==> src/rtl/dsp_share_arbiter_pkg.sv <==
// Shared constants for the DSP48A1 sharing arbiter: bus widths, field offsets,
// the no-operation opmode and the arbiter state encoding.
package dsp_share_arbiter_pkg;

    localparam int DSP_INS_W  = 92;
    localparam int DSP_OUTS_W = 48;

    // Operand bus layout is {opmode, a, b, c} from MSB down to LSB
    localparam int C_LSB      = 0;
    localparam int C_W        = 48;
    localparam int B_LSB      = 48;
    localparam int B_W        = 18;
    localparam int A_LSB      = 66;
    localparam int A_W        = 18;
    localparam int OPMODE_LSB = 84;
    localparam int OPMODE_W   = 8;

    localparam logic [OPMODE_W-1:0] DSP_NOP = 8'h00;

    typedef enum logic {
        IDLE = 1'b0,
        OWN  = 1'b1
    } arb_state_t;

endpackage

==> src/rtl/dsp_tag_pipe.sv <==
// Latency-matched {valid, idx} shift register that follows each issued DSP op
// so its result can be routed back to the requester that issued it.
module dsp_tag_pipe #(
    parameter int DEPTH = 3,
    parameter int IDX_W = 2
) (
    input  logic             clk,
    input  logic             reset_n,
    input  logic             in_valid,
    input  logic [IDX_W-1:0] in_idx,
    output logic             out_valid,
    output logic [IDX_W-1:0] out_idx,
    output logic             any_valid
);

    logic [DEPTH-1:0] valid;
    logic [IDX_W-1:0] idx [DEPTH];

    always_ff @(posedge clk or negedge reset_n) begin
        if (!reset_n) begin
            valid <= '0;
            for (int s = 0; s < DEPTH; s++) begin
                idx[s] <= '0;
            end
        end else begin
            valid[0] <= in_valid;
            idx[0]   <= in_idx;
            for (int s = 1; s < DEPTH; s++) begin
                valid[s] <= valid[s-1];
                idx[s]   <= idx[s-1];
            end
        end
    end

    assign out_valid = valid[DEPTH-1];
    assign out_idx   = idx[DEPTH-1];
    assign any_valid = |valid;

endmodule

==> src/rtl/dsp_share_arbiter.sv <==
// Round-robin owner of the shared DSP48A1 slice: grants one requester at a time,
// muxes its operands onto the slice and steers each result back to its issuer.
module dsp_share_arbiter
    import dsp_share_arbiter_pkg::*;
#(
    parameter int N_REQ   = 4,
    parameter int DSP_LAT = 3
) (
    input  logic                        clk,
    input  logic                        reset_n,
    input  logic [N_REQ-1:0]            req,
    input  logic [N_REQ-1:0]            lock,
    input  logic [DSP_INS_W*N_REQ-1:0]  req_ins_flat,
    output logic [N_REQ-1:0]            gnt,
    output logic [DSP_INS_W-1:0]        dsp_ins_flat,
    input  logic [DSP_OUTS_W-1:0]       dsp_outs_flat,
    output logic [DSP_OUTS_W-1:0]       res_p,
    output logic [N_REQ-1:0]            res_valid,
    output logic                        busy
);

    localparam int IDX_W = $clog2(N_REQ);

    arb_state_t       state, state_nxt;
    logic [IDX_W-1:0] own, own_nxt;
    logic [IDX_W-1:0] rr_ptr, ptr_nxt;
    logic [N_REQ-1:0] others;
    logic             issue;
    logic             tag_valid;
    logic [IDX_W-1:0] tag_idx;
    logic             tags_busy;

    // First candidate at or after start, searching upward with wrap-around
    function automatic logic [IDX_W-1:0] rr_pick(input logic [N_REQ-1:0] cand,
                                                 input logic [IDX_W-1:0] start);
        logic [IDX_W-1:0] pick;
        logic             found;
        int               j;
        pick  = '0;
        found = 1'b0;
        for (int i = 0; i < N_REQ; i++) begin
            j = (int'(start) + i) % N_REQ;
            if (!found && cand[j]) begin
                pick  = IDX_W'(j);
                found = 1'b1;
            end
        end
        return pick;
    endfunction

    function automatic logic [IDX_W-1:0] wrap_inc(input logic [IDX_W-1:0] v);
        return (int'(v) == N_REQ - 1) ? '0 : v + 1'b1;
    endfunction

    always_ff @(posedge clk or negedge reset_n) begin
        if (!reset_n) begin
            state  <= IDLE;
            own    <= '0;
            rr_ptr <= '0;
        end else begin
            state  <= state_nxt;
            own    <= own_nxt;
            rr_ptr <= ptr_nxt;
        end
    end

    // A released holder hands straight to the next waiting requester, so no idle gap
    always_comb begin
        state_nxt   = state;
        own_nxt     = own;
        ptr_nxt     = rr_ptr;
        others      = req;
        others[own] = 1'b0;
        case (state)
            IDLE: begin
                if (|req) begin
                    state_nxt = OWN;
                    own_nxt   = rr_pick(req, rr_ptr);
                    ptr_nxt   = wrap_inc(own_nxt);
                end
            end
            OWN: begin
                if (!(req[own] || lock[own])) begin
                    if (|others) begin
                        own_nxt = rr_pick(others, rr_ptr);
                        ptr_nxt = wrap_inc(own_nxt);
                    end else begin
                        state_nxt = IDLE;
                    end
                end
            end
            default: state_nxt = IDLE;
        endcase
    end

    always_comb begin
        gnt          = '0;
        dsp_ins_flat = '0;
        if (state == OWN) begin
            gnt[own]     = 1'b1;
            dsp_ins_flat = req_ins_flat[int'(own)*DSP_INS_W +: DSP_INS_W];
        end
    end

    assign issue = (state == OWN) && (dsp_ins_flat[OPMODE_LSB +: OPMODE_W] != DSP_NOP);

    dsp_tag_pipe #(
        .DEPTH (DSP_LAT),
        .IDX_W (IDX_W)
    ) u_tag_pipe (
        .clk       (clk),
        .reset_n   (reset_n),
        .in_valid  (issue),
        .in_idx    (own),
        .out_valid (tag_valid),
        .out_idx   (tag_idx),
        .any_valid (tags_busy)
    );

    always_comb begin
        res_valid = '0;
        if (tag_valid) begin
            res_valid[tag_idx] = 1'b1;
        end
    end

    assign res_p = dsp_outs_flat;
    assign busy  = (state == OWN) || tags_busy;

endmodule

==> config.mk <==
export PLATFORM = sky130hd
export DESIGN_NAME = dsp_share_arbiter
export DESIGN_NICKNAME = d
export VERILOG_FILES = /design/src/rtl/dsp_share_arbiter_pkg.sv /design/src/rtl/dsp_tag_pipe.sv /design/src/rtl/dsp_share_arbiter.sv
export SDC_FILE = /design/constraint.sdc
export NUM_CORES = 1
export LEC_CHECK = 0
export BUFFER_PORTS_ARGS = -buffer_cell sky130_fd_sc_hd__buf_2
export CAP_MARGIN = 0
export CORE_AREA = 2 2 221 223
export CTS_CLUSTER_SIZE = 8
export DETAILED_ROUTE_END_ITERATION = 8
export DIE_AREA = 0 0 223 225
export PLACE_DENSITY = 0.33
export SLEW_MARGIN = 20
export SYNTH_ARGS = -nofsm -noshare
export SYNTH_HDL_FRONTEND = slang
export SYNTH_SLANG_ARGS = --single-unit
==> constraint.sdc <==
create_clock -name clk -period 4.9 [get_ports clk]
set_input_delay 0.245 -clock clk [delete_from_list [all_inputs] [get_ports clk]]
set_output_delay 0.245 -clock clk [all_outputs]
set_load 0.01 [all_outputs]
* Yosys cells after proc, flatten, opt, wreduce, memory -nomap -nowiden *
Index checks and enable logic that the tools add are counted.

word-level totals
  memory bits (read-only) = 0
  bits in latches = 0
  memories = 0
  register bits after elaboration = 14
  RAM bits = 0
  output and inout port bits = 149
  word-level logic and storage cells = 139

operators by class
  div/mod/pow operators = 0
  bitwise operators = 6
  shifts and indexed selects = 1
  reduce and logical (&&, ||, !) cells = 25
  eq/ne operators = 5
  order comparisons = 8
  multiply operators = 1
  add/subtract/negate cells = 5
  muxes and demuxes = 81

operator list
  cell                                                                                  number
  368-bit by 10-bit indexed part select with 92-bit output                              1
  92-bit two-way mux                                                                    1
  1-bit two-way mux                                                                     42
  2-bit two-way mux                                                                     21
  1-bit binary-select mux with 2-bit select                                             10
  3-bit by 4-bit less-than comparator with 1-bit output (second input constant)         3
  1-bit logical AND                                                                     9
  2-bit by 3-bit less-than comparator with 1-bit output (second input constant)         3
  4-bit two-way mux                                                                     2
  2-bit one-hot mux with 2 select lines                                                 2
  8-bit nonzero test                                                                    1
  4-bit OR reduction                                                                    2
  2-bit by 5-bit multiplier with 7-bit output (second input constant)                   1
  2-bit by 1-bit adder with 2-bit output (second input constant)                        3
  1-bit logical NOT                                                                     6
  2-bit OR reduction                                                                    3
  2-bit adder (second input constant)                                                   2
  4-bit AND                                                                             1
  1-bit demux with 2-bit select                                                         2
  2-bit by 1-bit == test with 1-bit output (second input constant)                      2
  2-bit by 1-bit greater-or-equal comparator with 1-bit output (second input constant)  2
  2-bit != test (second input constant)                                                 2
  4-bit NOT                                                                             1
  1-bit AND (first input constant)                                                      3
  other kinds (6)                                                                       7

* Logic depth before layout (Yosys ltp) *
  depth in word-level cells = 35
  depth in mapped cells = 8
  depth with buffers taken out = 6

* By module *
A second synthesis with hierarchy kept.

second synthesis, totals
  cells, all modules = 364
  area, all modules = 4056.4 um2

by module, submodules not included
  module             cells each  instances  area each (um2)
  dsp_share_arbiter  352         1          3809.9
  dsp_tag_pipe       12          1          246.5

* Worst setup path before layout *
OpenSTA, ideal clock, no wires.

  kind = register to output
  start point = register own[0]
  end point = output port dsp_ins_flat[78]
  buffers on the path = 3
  stages on the path, launching flop included = 6
  arrival time = 1638 ps
  setup slack = 3017 ps
  cell sequence = dfrtp_1 -> buf_2 -> buf_6 -> buf_2 -> mux4_2 -> and2_1

between the ends
  cells in the longest elaborated chain, start to end = 3

RTL lines
  element                                                   RTL line                  source
  start, declared                                           dsp_share_arbiter.sv:25   logic [IDX_W-1:0] own, own_nxt;
  start signal, assigned                                    dsp_share_arbiter.sv:62   own <= own_nxt;
  2-bit by 5-bit multiplier with 7-bit output               dsp_share_arbiter.sv:101  dsp_ins_flat = req_ins_flat[int'(own)*DSP_INS_W +: DSP_INS_W];
  368-bit by 10-bit indexed part select with 92-bit output  dsp_share_arbiter.sv:101
  92-bit two-way mux                                        dsp_share_arbiter.sv:99   if (state == OWN) begin
  end, declared                                             dsp_share_arbiter.sv:15   output logic [DSP_INS_W-1:0] dsp_ins_flat,

No other way between the ends.

* Worst setup path after layout *
  start point = register own[1]
  end point = output port dsp_ins_flat[27]

Same word-level chain as after synthesis.

==> impl_metrics.toml <==
[die]
ios = 575
die-area_mm2 = 0.0502
initial_utilization = 0.0866
dieHeight_um = 225
num_rows = 80
die_x_um = 223
coreArea_mm2 = 0.0475

[yosys]
yosysUniqueCellTypes = 45
synthFlopType = "dfrtp_1"
ys_ff_latch = 14
async_flop_share = 1.00
synth_cells = 367
synth_edf_count = 0
synthesis.nets = 793
yosys_warnings = 0
ys_seq_area_frac = 0.0851
syn_area_mm2 = 0.00412
postSynthAreaPerCell_um2 = 11.2

[power_and_ir_drop]
powerDensity_mw_per_mm2 = 462
leakage_nw = 3.09
ir_drop_v = 0.000245

[setup_path]
worst_ep_required_time_ns = 4.66
crit_arrival_ns = 2.64
timing.rr.start = "own[1]"
slowest_stage = "dfrtp_4"
crit_path_end = "dsp_ins_flat[27]"
worstSetupStartpointType = "register"
reg2regPathDepth = 5
rrSetupSlack_ns = 2.17
crit_type = "reg2out"
cp_cell_sequence = "buf_4 -> mux4_2 -> and2_1 -> buf_2"
cpPeakStageDelay_ns = 0.94
cp_max_fo = 58
reg2reg_to = "u_tag_pipe.valid[0]"
startpoint = "own[1]"
end_kind = "output port"

[final_layout]
multi_input_comb_area_mm2 = 0.00317
finalNetCount = 1194
seqCellArea_um2 = 359
stdcell_count = 1386
drive_above_1_share = 0.769
areaGrowthSynthToFinish_pct = 66.6
fillers = 5405

[placement]
place.gp.congestion = 0.870
dp_cells = 1377
dp_hpwl_um = 19300
io_buffers = 478

[run]
max_cap_viol_count = 0

[clocking]
post_cts_resized = 0
clk_latency_ns = 0.25
cts_buffers = 3
cts_tree = "built"
cts_max_path_buffers = 2
htree_levels = 1
post-cts-setup-buffers = 0
cts.sinks = 14
root_buffer = "clkbuf_16"
clk_pin_slew_worst_paths_ns = 0.05
hold_buffers = 1

[timing]
fin_crit_sh = 0.590
finalSetupTns_ns = 0
worst_slew_pin_slew_ns = 0.875
finalHoldViolCount = 0
report.final.slew_viol_count = 0
fmax_mhz = 346
rsz0062_at_grt = "false"
slew_headroom = 0.417
finalSetupViolations = 0
finalCriticalPeriod_ns = 2.89
finClkSkew_ns = 0.00394

[drt]
drt_wl_total_um = 22300
vias = 4825
remaining_drc_errors = 0
wire_per_inst_um = 16.1
dr.pass1.iters = 4
via_per_inst = 3.48
detail-route-antenna-nets = 0
drtIter0Drc = 132

[hold_path]
hold_class = "reg2reg"

[grt]
grt.total_usage = 0.0822
antenna_found_initial = 7
grt_pass1_wl_um = 31500
grt-ovfl-total = 0
grt_max_degree = 59
grt_pass1_vias = 5113

[outcome]
status = "finished, final reports clean"
-- layout make-up --
type,count,area share
Antenna cell,4,0.00146
Clock buffer,4,0.0129
Inverter,4,0.00292
Multi-Input combinational cell,262,0.462
Sequential cell,14,0.0523
Tap cell,615,0.112
Timing Repair Buffer,483,0.356
-- worst max-delay path, delay by kind of cell (launching register included) --
family        cells  cell delay [ns]
simple gates      1             0.20
buf+inv           2             0.80
flops             1             0.94
mux               1             0.41
-- report_power, final --
group / total (W) / switching [W] / internal [W]
logic: 0.00265 / 0.00121 / 0.00144
clock network: 0.000172 / 0.0000483 / 0.000124
registers: 0.000345 / 0.000182 / 0.000163
total: 0.00317 / 0.00144 / 0.00173
-- logic make-up after synthesis --
kind of cell	synth area share
simple gates	0.190
flops	0.0851
compound gates	0.0638
buf+inv	0.146
mux	0.512
xor+xnor	0.00425
-- registers in the layout (all words and copies together), names as in the netlist --
signal	cells
own	2
rr_ptr	2
state	1
u_tag_pipe.idx	4
u_tag_pipe.out_idx	2
u_tag_pipe.valid	3
-- layer usage --
| metal | track usage | wire length [um] | share of wire |
|---|---|---|---|
| met1 | 0.0947 | 8300 | 0.37 |
| met2 | 0.148 | 11500 | 0.52 |
| met3 | 0.0199 | 1660 | 0.074 |
| met4 | 0.0297 | 788 | 0.035 |
| met5 | 0 | 47 | 0.0021 |
-- worst min-delay path by stage --
stage,startpoint,end,slack [ns],cells after the start
finish,u_tag_pipe.idx[5],u_tag_pipe.idx[3],0.35,0
global route,u_tag_pipe.idx[5],u_tag_pipe.idx[3],0.35,0
CTS,u_tag_pipe.idx[5],u_tag_pipe.idx[3],0.35,0
detailed placement,reset_n,state,0.17,1
global placement,reset_n,rr_ptr[0],0.17,1
floorplan,reset_n,own[0],-0.05,0
-- stage by stage --
stage | area (um^2) | setup slack (ns) | power, W | util | hold slack, ns
floorplan | 4120 | 3.02 | 0.00217 | - | -0.0506
global placement | 6750 | 2.08 | 0.00306 | 0.142 | 0.170
detailed placement | 6750 | 2.07 | 0.00304 | 0.142 | 0.170
CTS | 6850 | 1.94 | 0.00323 | 0.144 | 0.346
global route | 6860 | 1.87 | 0.00343 | 0.144 | 0.353
finish | 6860 | 2.01 | 0.00317 | 0.144 | 0.345
-- cells in the mapped netlist (5+ instances only) --
| library cell | number | share of area |
|---|---|---|
| a21oi_1 | 6 | 0.0073 |
| clkbuf_1 | 10 | 0.0091 |
| and2_1 | 92 | 0.14 |
| nand2_1 | 10 | 0.0091 |
| mux4_2 | 92 | 0.50 |
| buf_4 | 55 | 0.10 |
| nor2_1 | 10 | 0.0091 |
| buf_2 | 19 | 0.023 |
| dfrtp_1 | 14 | 0.085 |
| nor3_1 | 5 | 0.0061 |
-- cell usage in the layout, fill, tap and decap left out, types with 3 or more instances in the layout --
cell	netlist	layout
diode_2	0	4
nor2_1	10	10
a21oi_1	6	6
buf_4	55	3
a211oi_1	3	3
and2_1	92	92
nor3_1	5	5
dfrtp_1	14	11
mux4_2	92	92
o21ai_1	3	3
o21ai_0	3	3
nand2_1	10	10
clkbuf_16	0	3
nand2b_1	3	3
and3_1	3	3
buf_2	19	478
Note: power is estimated with default switching activity, not from simulation.
